File: src/rtl/cache_control_nway_pkg.sv
// Shared definitions for the N-way cache controller: FSM state encoding,
// way-count limits and a one-hot helper.
package cache_control_nway_pkg;

  localparam int unsigned CACHE_WAYS = 8;
  localparam int unsigned MAX_WAYS   = 16;
  localparam int unsigned WAY_IDX_W  = $clog2(MAX_WAYS);

  typedef enum logic [2:0] {
    IDLE,
    WRITE_BACK,
    WB_GAP,
    FILL,
    DONE
  } cache_state_t;

  // Callers size-cast the result down to their own way count.
  function automatic logic [MAX_WAYS-1:0] onehot_of(input logic [WAY_IDX_W-1:0] way);
    return {{(MAX_WAYS-1){1'b0}}, 1'b1} << way;
  endfunction

endpackage

File: src/rtl/cache_control_nway_victim_select.sv
// Replacement-way choice for a miss: the first invalid way wins,
// otherwise the pseudo-LRU victim of a full set.
module cache_victim_select #(
  parameter int unsigned WAYS  = 8,
  parameter int unsigned WAY_W = $clog2(WAYS)
) (
  input  logic [WAYS-1:0]  valid,
  input  logic [WAY_W-1:0] lru_victim,
  output logic [WAY_W-1:0] v,
  output logic             all_valid
);

  logic found;

  always_comb begin
    v         = lru_victim;
    found     = 1'b0;
    all_valid = &valid;
    for (int unsigned i = 0; i < WAYS; i++) begin
      if (!valid[i] && !found) begin
        v     = WAY_W'(i);
        found = 1'b1;
      end
    end
  end

endmodule

File: src/rtl/cache_control_nway.sv
// Control FSM for an N-way set-associative write-back, write-allocate cache,
// with a miss-time latched victim and saturating performance counters.
module cache_control_nway
  import cache_control_nway_pkg::*;
#(
  parameter  int unsigned WAYS  = CACHE_WAYS,
  localparam int unsigned WAY_W = $clog2(WAYS),
  parameter  int unsigned CNT_W = 16
) (
  input  logic             clk,
  input  logic             rst,
  input  logic             req,
  input  logic             readwrite,
  input  logic [WAYS-1:0]  hit,
  input  logic [WAYS-1:0]  valid,
  input  logic [WAYS-1:0]  dirty,
  input  logic [WAY_W-1:0] lru_victim,
  input  logic             pmem_resp,
  input  logic             clr_counters,
  output logic             cpu_resp,
  output logic [WAYS-1:0]  data_writeword,
  output logic [WAYS-1:0]  data_writeline,
  output logic [WAYS-1:0]  tag_write,
  output logic [WAYS-1:0]  valid_write,
  output logic [WAYS-1:0]  dirty_write,
  output logic             valid_in,
  output logic             dirty_in,
  output logic             wb_sel,
  output logic             lru_update,
  output logic [WAY_W-1:0] lru_way,
  output logic             adr_sel,
  output logic [WAY_W-1:0] victim_way,
  output logic             load_adr,
  output logic             pmem_read,
  output logic             pmem_write,
  output logic [CNT_W-1:0] hit_count,
  output logic [CNT_W-1:0] miss_count,
  output logic [CNT_W-1:0] wb_count
);

  cache_state_t     state, state_nxt;
  logic             was_miss;
  logic             any_hit, hit_found, all_valid, victim_dirty;
  logic [WAY_W-1:0] h, v;
  logic [WAYS-1:0]  oh_h, oh_v;
  logic             hit_inc, miss_inc, wb_inc, miss_start;

  cache_victim_select #(.WAYS(WAYS)) u_victim (
    .valid      (valid),
    .lru_victim (lru_victim),
    .v          (v),
    .all_valid  (all_valid)
  );

  always_comb begin
    h         = '0;
    hit_found = 1'b0;
    for (int unsigned i = 0; i < WAYS; i++) begin
      if (hit[i] && !hit_found) begin
        h         = WAY_W'(i);
        hit_found = 1'b1;
      end
    end
  end

  assign any_hit = |hit;
  assign oh_h    = WAYS'(onehot_of(WAY_IDX_W'(h)));
  assign oh_v    = WAYS'(onehot_of(WAY_IDX_W'(victim_way)));
  // A non-full set always yields an invalid victim, so dirtiness only matters when full.
  assign victim_dirty = all_valid & dirty[v];

  assign miss_start = (state == IDLE) && req && !any_hit;
  assign hit_inc    = (state == IDLE) && req && any_hit && !was_miss;
  assign miss_inc   = (state == DONE);
  assign wb_inc     = (state == WRITE_BACK) && pmem_resp;

  function automatic logic [CNT_W-1:0] bump(input logic [CNT_W-1:0] cnt,
                                            input logic inc, input logic clr);
    if (clr) return '0;
    if (inc && !(&cnt)) return cnt + CNT_W'(1);
    return cnt;
  endfunction

  always_ff @(posedge clk) begin
    if (rst) begin
      state      <= IDLE;
      victim_way <= '0;
      was_miss   <= 1'b0;
      hit_count  <= '0;
      miss_count <= '0;
      wb_count   <= '0;
    end else begin
      state <= state_nxt;
      if (miss_start) victim_way <= v;
      if (state == DONE) was_miss <= 1'b1;
      else if ((state == IDLE) && req && any_hit) was_miss <= 1'b0;
      hit_count  <= bump(hit_count,  hit_inc,  clr_counters);
      miss_count <= bump(miss_count, miss_inc, clr_counters);
      wb_count   <= bump(wb_count,   wb_inc,   clr_counters);
    end
  end

  always_comb begin
    state_nxt      = state;
    cpu_resp       = 1'b0;
    data_writeword = '0;
    data_writeline = '0;
    tag_write      = '0;
    valid_write    = '0;
    dirty_write    = '0;
    valid_in       = 1'b0;
    dirty_in       = 1'b0;
    wb_sel         = 1'b0;
    lru_update     = 1'b0;
    lru_way        = '0;
    adr_sel        = 1'b0;
    load_adr       = 1'b0;
    pmem_read      = 1'b0;
    pmem_write     = 1'b0;
    if (!rst) begin
      case (state)
        IDLE: begin
          if (req && any_hit) begin
            cpu_resp   = 1'b1;
            lru_update = 1'b1;
            lru_way    = h;
            if (readwrite) begin
              data_writeword = oh_h;
              dirty_write    = oh_h;
              dirty_in       = 1'b1;
              wb_sel         = 1'b1;
            end
          end else if (req) begin
            load_adr  = 1'b1;
            state_nxt = victim_dirty ? WRITE_BACK : FILL;
          end
        end
        WRITE_BACK: begin
          pmem_write = 1'b1;
          adr_sel    = 1'b1;
          if (pmem_resp) state_nxt = WB_GAP;
        end
        WB_GAP: begin
          load_adr  = 1'b1;
          state_nxt = FILL;
        end
        FILL: begin
          pmem_read = 1'b1;
          if (pmem_resp) begin
            data_writeline = oh_v;
            tag_write      = oh_v;
            valid_write    = oh_v;
            dirty_write    = oh_v;
            valid_in       = 1'b1;
            lru_update     = 1'b1;
            lru_way        = victim_way;
            state_nxt      = DONE;
          end
        end
        DONE:    state_nxt = IDLE;
        default: state_nxt = IDLE;
      endcase
    end
  end

  a_single_hit: assert property (@(posedge clk) disable iff (rst)
    (state == IDLE && req) |-> $onehot0(hit));

endmodule
File: config.mk
export PLATFORM = sky130hd
export DESIGN_NAME = cache_control_nway
export DESIGN_NICKNAME = d
export VERILOG_FILES = /design/src/rtl/cache_control_nway_pkg.sv /design/src/rtl/cache_control_nway_victim_select.sv /design/src/rtl/cache_control_nway.sv
export SDC_FILE = /design/constraint.sdc
export NUM_CORES = 1
export LEC_CHECK = 0
export ABC_AREA = 1
export CAP_MARGIN = 20
export CORE_ASPECT_RATIO = 1.75
export CORE_MARGIN = 3
export CORE_UTILIZATION = 25
export CTS_CLUSTER_DIAMETER = 30
export DETAILED_ROUTE_END_ITERATION = 12
export PLACE_DENSITY = 0.52
export SYNTH_ARGS = -nofsm -noshare
export SYNTH_HDL_FRONTEND = slang
export SYNTH_SLANG_ARGS = --single-unit
File: constraint.sdc
create_clock -name clk -period 1.9 [get_ports clk]
set_clock_uncertainty 0.2 [all_clocks]
set_input_delay 0.38 -clock clk [delete_from_list [all_inputs] [get_ports clk]]
set_output_delay 0.38 -clock clk [all_outputs]
set_load 0.005 [all_outputs]
==> out/results.ini <==
[grt]
grt_pass1_wl_um = 20700
grt.overflow.total = 0
antenna_found_initial = 0
grt_pass1_vias = 4567
track_usage = 0.169
grt_max_degree = 32

[sta]
hold_viol = 0
setup_violations = 73
rsz0062_at_grt = yes
fmax_mhz = 402
period_minus_slack_ps = 2490
tightest_slew_ps = 349
slew_violations = 0
layout_setup_ws_ps = -589
timing.final.crit_share = 1.31
relSlewSlack = 0.767

[setup_path]
cpPeakStageDelay_ps = 380
critPathLaunchType = flip-flop
r2r_start = state[2]$_SDFFE_PP0P_
cp_slowest_cell = dfxtp_4
critPathRequiredTime_ps = 1320
worstPathArrival_ps = 1910
path_delay_family = buffers and inverters
cp-end-kind = output port
crit_chain = nand2_4 -> nor2_4 -> inv_2 -> nor2_4 -> inv_2 -> nor2_4 -> buf_6 -> inv_8 -> buf_6 -> nor2_4 -> buf_4 -> buf_6
crit_fanout = 3
cpMostUsedCell = nor2_4
worst-setup-path-type = flip-flop to output port
worst-path-buf-inv = 7
crit_path_start = state[1]$_SDFFE_PP0P_

[cells_and_area]
finish.instance_area_um2 = 6840
fill_cells = 1286
antenna_cells = 0
seqCellArea_um2 = 1120
layout-drive-gt1-share = 0.478
area_growth_pct = 96.5
multi_input_area_um2 = 2530
instances_no_fill = 992
final_nets = 853

[routing]
remaining_drc_errors = 0
via_count = 4565
dr.pass1.iters = 4
ant_nets = 0
drt-wirelength-per-cell_um = 13.5
routed_wl_um = 13400
via_per_inst = 4.60
drtIter0Drc = 108

[synthesis]
synth.largest_area_cell = dfxtp_1
syn_area_per_cell_um2 = 6.35
netlist_area_um2 = 3480
synth.distinct_cells = 41
synth_cells = 548
syn-num-nets = 584
ys_warn_count = 0
synthTopCellsByArea = dfxtp_1, nand2_1, nor2_1
synth_seq_area_share = 0.316
yosysTopAreaCellShare = 0.316
ys_ff_latch = 55

[die]
die_h_um = 162
start_util = 0.257
dieArea_um2 = 15400
pin_count = 136
dieWidth_um = 95.2
fp-row-count = 56
core_area_um2 = 13500

[clock_network]
cts.sinks = 55
cts_buffers = 5
hold_buffers = 0
cts.clk_slew.worst_paths_ps = 70
clockRootBuffer = clkbuf_16
clk_path_buf_depth = 2
cts_tree = done
htree_num_levels = 2
clock_latency_ps = 290

[power]
leakagePower_uw = 0.00293
powerDensity_nw_per_um2 = 438
ir_drop_mv = 0.302

[placement]
gp_congestion = 0.809
placed_cells = 922
port_buffers = 135
place_hpwl_um = 9960
dpl_cell_area_um2 = 5710

[min_path]
hold_path.startpoint = wb_count[15]$_SDFFE_PP0P_
min_path_type = flip-flop to flip-flop

[status]
violations = setup timing
outcome = finished with violations

[run]
drv_cap = 0

stage by stage:
stage	hold slack [ps]	util	TNS, ps	total power, µW	setup slack [ps]
after global placement	274	0.422	-59320	1850	-1180
after floorplan	261	-	-1280	1490	-111
after detailed placement	279	0.422	-63210	1850	-1240
after CTS	294	0.458	-20860	2900	-609
after global routing	302	0.506	-31520	3160	-719
final	287	0.506	-22860	2990	-589
per-layer routing:
layer | up-vias | GRT usage | part of all wire
li1 | 2299 | - | -
met1 | 2132 | 0.152 | 0.34
met2 | 115 | 0.353 | 0.59
met3 | 19 | 0.0255 | 0.047
met4 | 0 | 0.0664 | 0.023
met5 | - | 0 | 0
synth_stat cells:
| cell | instances |
|---|---|
| nand2_1 | 100 |
| nor2_1 | 81 |
| inv_1 | 79 |
| dfxtp_1 | 55 |
| nand3_1 | 46 |
| a21oi_1 | 38 |
| nor3_1 | 24 |
| o21ai_0 | 21 |
| buf_4 | 18 |
| nor2_2 | 10 |
| o22ai_1 | 8 |
| inv_2 | 6 |
| nand4_1 | 6 |
| a211oi_1 | 5 |
| xor2_1 | 5 |
| clkbuf_1 | 4 |
| nand2_2 | 4 |
| nor2_4 | 4 |
| a22oi_1 | 3 |
| a31oi_1 | 3 |
| ha_1 | 3 |
| nor4_1 | 3 |
| a221oi_1 | 2 |
| nand3b_1 | 2 |
| nor3_2 | 2 |
| and2_1 | 1 |
| buf_1 | 1 |
| buf_6 | 1 |
| clkbuf_2 | 1 |
| clkinv_1 | 1 |
| inv_4 | 1 |
| nand3_4 | 1 |
| nand4_2 | 1 |
| nor3_4 | 1 |
| o211ai_1 | 1 |
| o21a_1 | 1 |
| o21ai_1 | 1 |
| o21ai_2 | 1 |
| o31ai_1 | 1 |
| or2_2 | 1 |
| xnor2_1 | 1 |
cell usage in the layout (no fill, tap or decap), types with 6 or more instances in the layout:
cell type,netlist,final
nor2_2,10,16
buf_6,1,50
inv_1,79,61
nor3_1,24,18
clkdlybuf4s50_1,0,64
dlygate4sd2_1,0,7
dfxtp_2,0,11
buf_2,0,42
nor2_1,81,43
dfxtp_1,55,42
a21oi_2,0,12
o21ai_1,1,6
o21ai_0,21,13
buf_4,18,112
nand2_2,4,18
dlymetal6s2s_1,0,6
nor2_4,4,36
nand3_1,46,35
nand2_4,0,10
nor3_2,2,6
inv_2,6,21
nand2_1,100,76
nand3_2,0,10
a21oi_1,38,26
o22ai_2,0,7
nand4_1,6,6
registers in the layout (all words and copies together), names as in the netlist:
name and cells:
hit_count 16, state 3, victim_way 3, was_miss 1, miss_count 16, wb_count 16
worst reg2reg max path, cell delays in order, from the launching register on:
cell,delay [ps]
dfxtp_2,340
buf_6,120
buf_6,110
inv_4,40
buf_6,90
nand3b_1,120
nor2_2,160
nand2_2,130
nor2_4,170
nand2_4,100
nor2_4,190
nand4_1,120
a22oi_1,180
final timing paths:
path | to | slack (ps) | cells past startpoint
setup / recovery | valid_write[5] | -590 | 12
hold / removal | wb_count[15]$_SDFFE_PP0P_ | 290 | 2
hold reg to reg | wb_count[15]$_SDFFE_PP0P_ | 290 | 2
setup reg to reg | wb_count[15]$_SDFFE_PP0P_ | -240 | 12
cell families (layout without fill, tap and decap cells):
group | Yosys count | in the layout | synth area share
AO/OA/AOI/OAI | 85 | 85 | 0.137
XOR/XNOR | 6 | 6 | 0.0151
adder cells (fa/ha/maj) | 3 | 3 | 0.0108
buffers and inverters | 112 | 382 | 0.143
flip-flops | 55 | 55 | 0.316
AND/OR/NAND/NOR | 287 | 287 | 0.377
power breakdown:
| part | total (µW) | internal [µW] | switching [µW] |
|---|---|---|---|
| logic | 894 | 481 | 412 |
| clock network | 906 | 489 | 417 |
| registers | 1190 | 1170 | 21.9 |
| total | 2990 | 2140 | 851 |
area by class of cell:
| type | count | share of cell area |
|---|---|---|
| timing repair inverter | 1 | 0.00128 |
| inverter | 87 | 0.0510 |
| clock buffer | 7 | 0.0194 |
| sequential | 55 | 0.164 |
| clock inverter | 1 | 0.000732 |
| multi-input combinational | 381 | 0.369 |
| tap | 174 | 0.0318 |
| timing repair buffer | 286 | 0.362 |
timing repair:
action,4_1_cts,5_1_grt
buffers inserted,47,24
endpoints found under the setup margin,86,97
gates resized for setup,327,152
cloned,1,0
pin swaps,36,56
No activity file was read; power rests on OpenSTA's default activity.
==> edit, RTL diff (same flow settings) <==
`CACHE_WAYS`: 8 -> 4.
--- a/src/rtl/cache_control_nway_pkg.sv
+++ b/src/rtl/cache_control_nway_pkg.sv
@@ -3,5 +3,5 @@
 package cache_control_nway_pkg;
 
-  localparam int unsigned CACHE_WAYS = 8;
+  localparam int unsigned CACHE_WAYS = 4;
   localparam int unsigned MAX_WAYS   = 16;
   localparam int unsigned WAY_IDX_W  = $clog2(MAX_WAYS);
Interface: changed (11 resized); port bits go from 136 to 101. No check against the original RTL was run, so the function may have changed too.
==> edit against the original RTL <==
  * The flow still finishes with violations (negative setup slack)
  * Total power down 9.6%
  * Area after synthesis shrank 3.7%
  * Cell area is 15% lower
  * Routed wire length decreased by 9.1%
  * Sequential cell count is 1 lower
  * Clock power grew 15%
  * Worst setup slack improved by 190 ps
  * Highest routed layer unchanged
==> edit: results <==
[run_status]
status = "finished, violations left"
violations = "negative setup slack"

[timing]
worst_pin_slew_ps = 503
fin_ws_ps = -394
drv_slew = 0
whs_ps = 333
setup_violations = 44

[detailed_routing]
avgRoutedWirePerCell_um = 13.3
dr.pass1.iters = 6
vias = 4115
routed_wl_um = 12200

[finish]
layout.nets = 768
drive_above_1_share_pct = 31.8
n_fill_cell = 1316
num_antenna_cells = 0

[yosys]
syn_nets = 592
seq_area_frac_synth_pct = 32.3
async_flop_share_pct = 0
synth_cells = 569
synth_top_cells_by_count = "162 x nand2_1, 117 x nor2_1, 84 x inv_1"
ys_warn_count = 0
ys_types = 30
ys_top_cells_by_area = "dfxtp_1 32%, nand2_1 18%, nor2_1 13%, inv_1 9.4%, nand3_1 5.2%"

[global_route]
grt_pass1_wl_um = 18400
grt_pass1_vias = 3998
antenna_found_initial = 0
grt_max_degree = 33
grt_use_total_pct = 15.1

[min_path]
hold_path.startpoint = "was_miss"
whs_endpoint = "was_miss"
hold_depth = 2

[placement]
port_buffers = 100
placedCellCount = 877
place.gp.congestion = 0.840
dpl.hpwl_um = 8800
post-place-ws_ps = -865

[clock_network]
cts_resized = 219
clockBufferDepth = 2
cts_buffers = 5
postCtsSetupBuffers = 24
cts-root-buf = "clkbuf_16"
hold_buffers = 0

[worst_setup_path]
r2r_slack_ps = -160
path_max_fanout = 2
reg2reg_to = "hit_count[13]"
reg2reg_depth = 13
critPathLaunch = "state[0]"
cp.arrival_ps = 1710
slowest_delay_ps = 330
crit_slowest_cell = "dfxtp_2"

[power_and_ir_drop]
p_leak_nw = 2.53
ir_drop_mv = 0.358
## edit: through the flow
stage               TNS (ps)  instance area [um2]  power (mW)
global placement      -26530                 4940        1.51
CTS                    -8650                 5400        2.64
global route          -13360                 5820        2.82
floorplan                  0                 3370        1.32
finish                 -9400                 5820        2.71
detailed placement    -28410                 4940        1.51
## edit: worst max-delay path: cells and delay by family (launching register included)
family                 cells  cell delay (ps)
DFF                        1              330
and+or+nand+nor            6              750
buffers and inverters      3              330
## edit: cell type report
type                       instances  area, um2  area share, %
timing repair buffer             190       1810           31.0
tap                              171        214           3.67
inverter                          87        337           5.78
clock inverter                     1       30.0          0.516
multi-input combinational        407       2210           37.9
sequential                        54       1090           18.8
clock buffer                       7        133           2.28
## edit: metal layers
layer	track usage (%)	vias to the layer above	wire length, um
li1	-	2102	-
met1	13.7	1887	4060
met2	31.8	97	7300
met3	1.99	29	344
met4	5.79	0	445
met5	0	-	0
## edit: worst max path at each step
stage | to | slack [ps] | cells past startpoint
after detailed placement | dirty_write[1] | -870 | 9
final | dirty_write[3] | -390 | 9
after global routing | data_writeword[2] | -450 | 10
after CTS | dirty_write[1] | -430 | 10
after floorplan | tag_write[0] | 20 | 9
after global placement | dirty_write[1] | -840 | 9
## edit: where the power goes
group	leakage, nW	total, mW	switching (mW)	internal [mW]
Clock	0.0781	1.04	0.415	0.624
Combinational	2.02	0.519	0.253	0.267
Sequential	0.440	1.15	0.00724	1.14
Total	2.53	2.71	0.675	2.03
## edit: cell families (layout without fill, tap and decap cells)
logic type      Yosys count  in the layout  share of synthesized area (%)
simple gates            366            366                           46.5
buf+inv                 108            285                           13.8
flops                    54             54                           32.3
compound gates           38             38                           6.23
fa+ha+maj                 3              3                           1.12
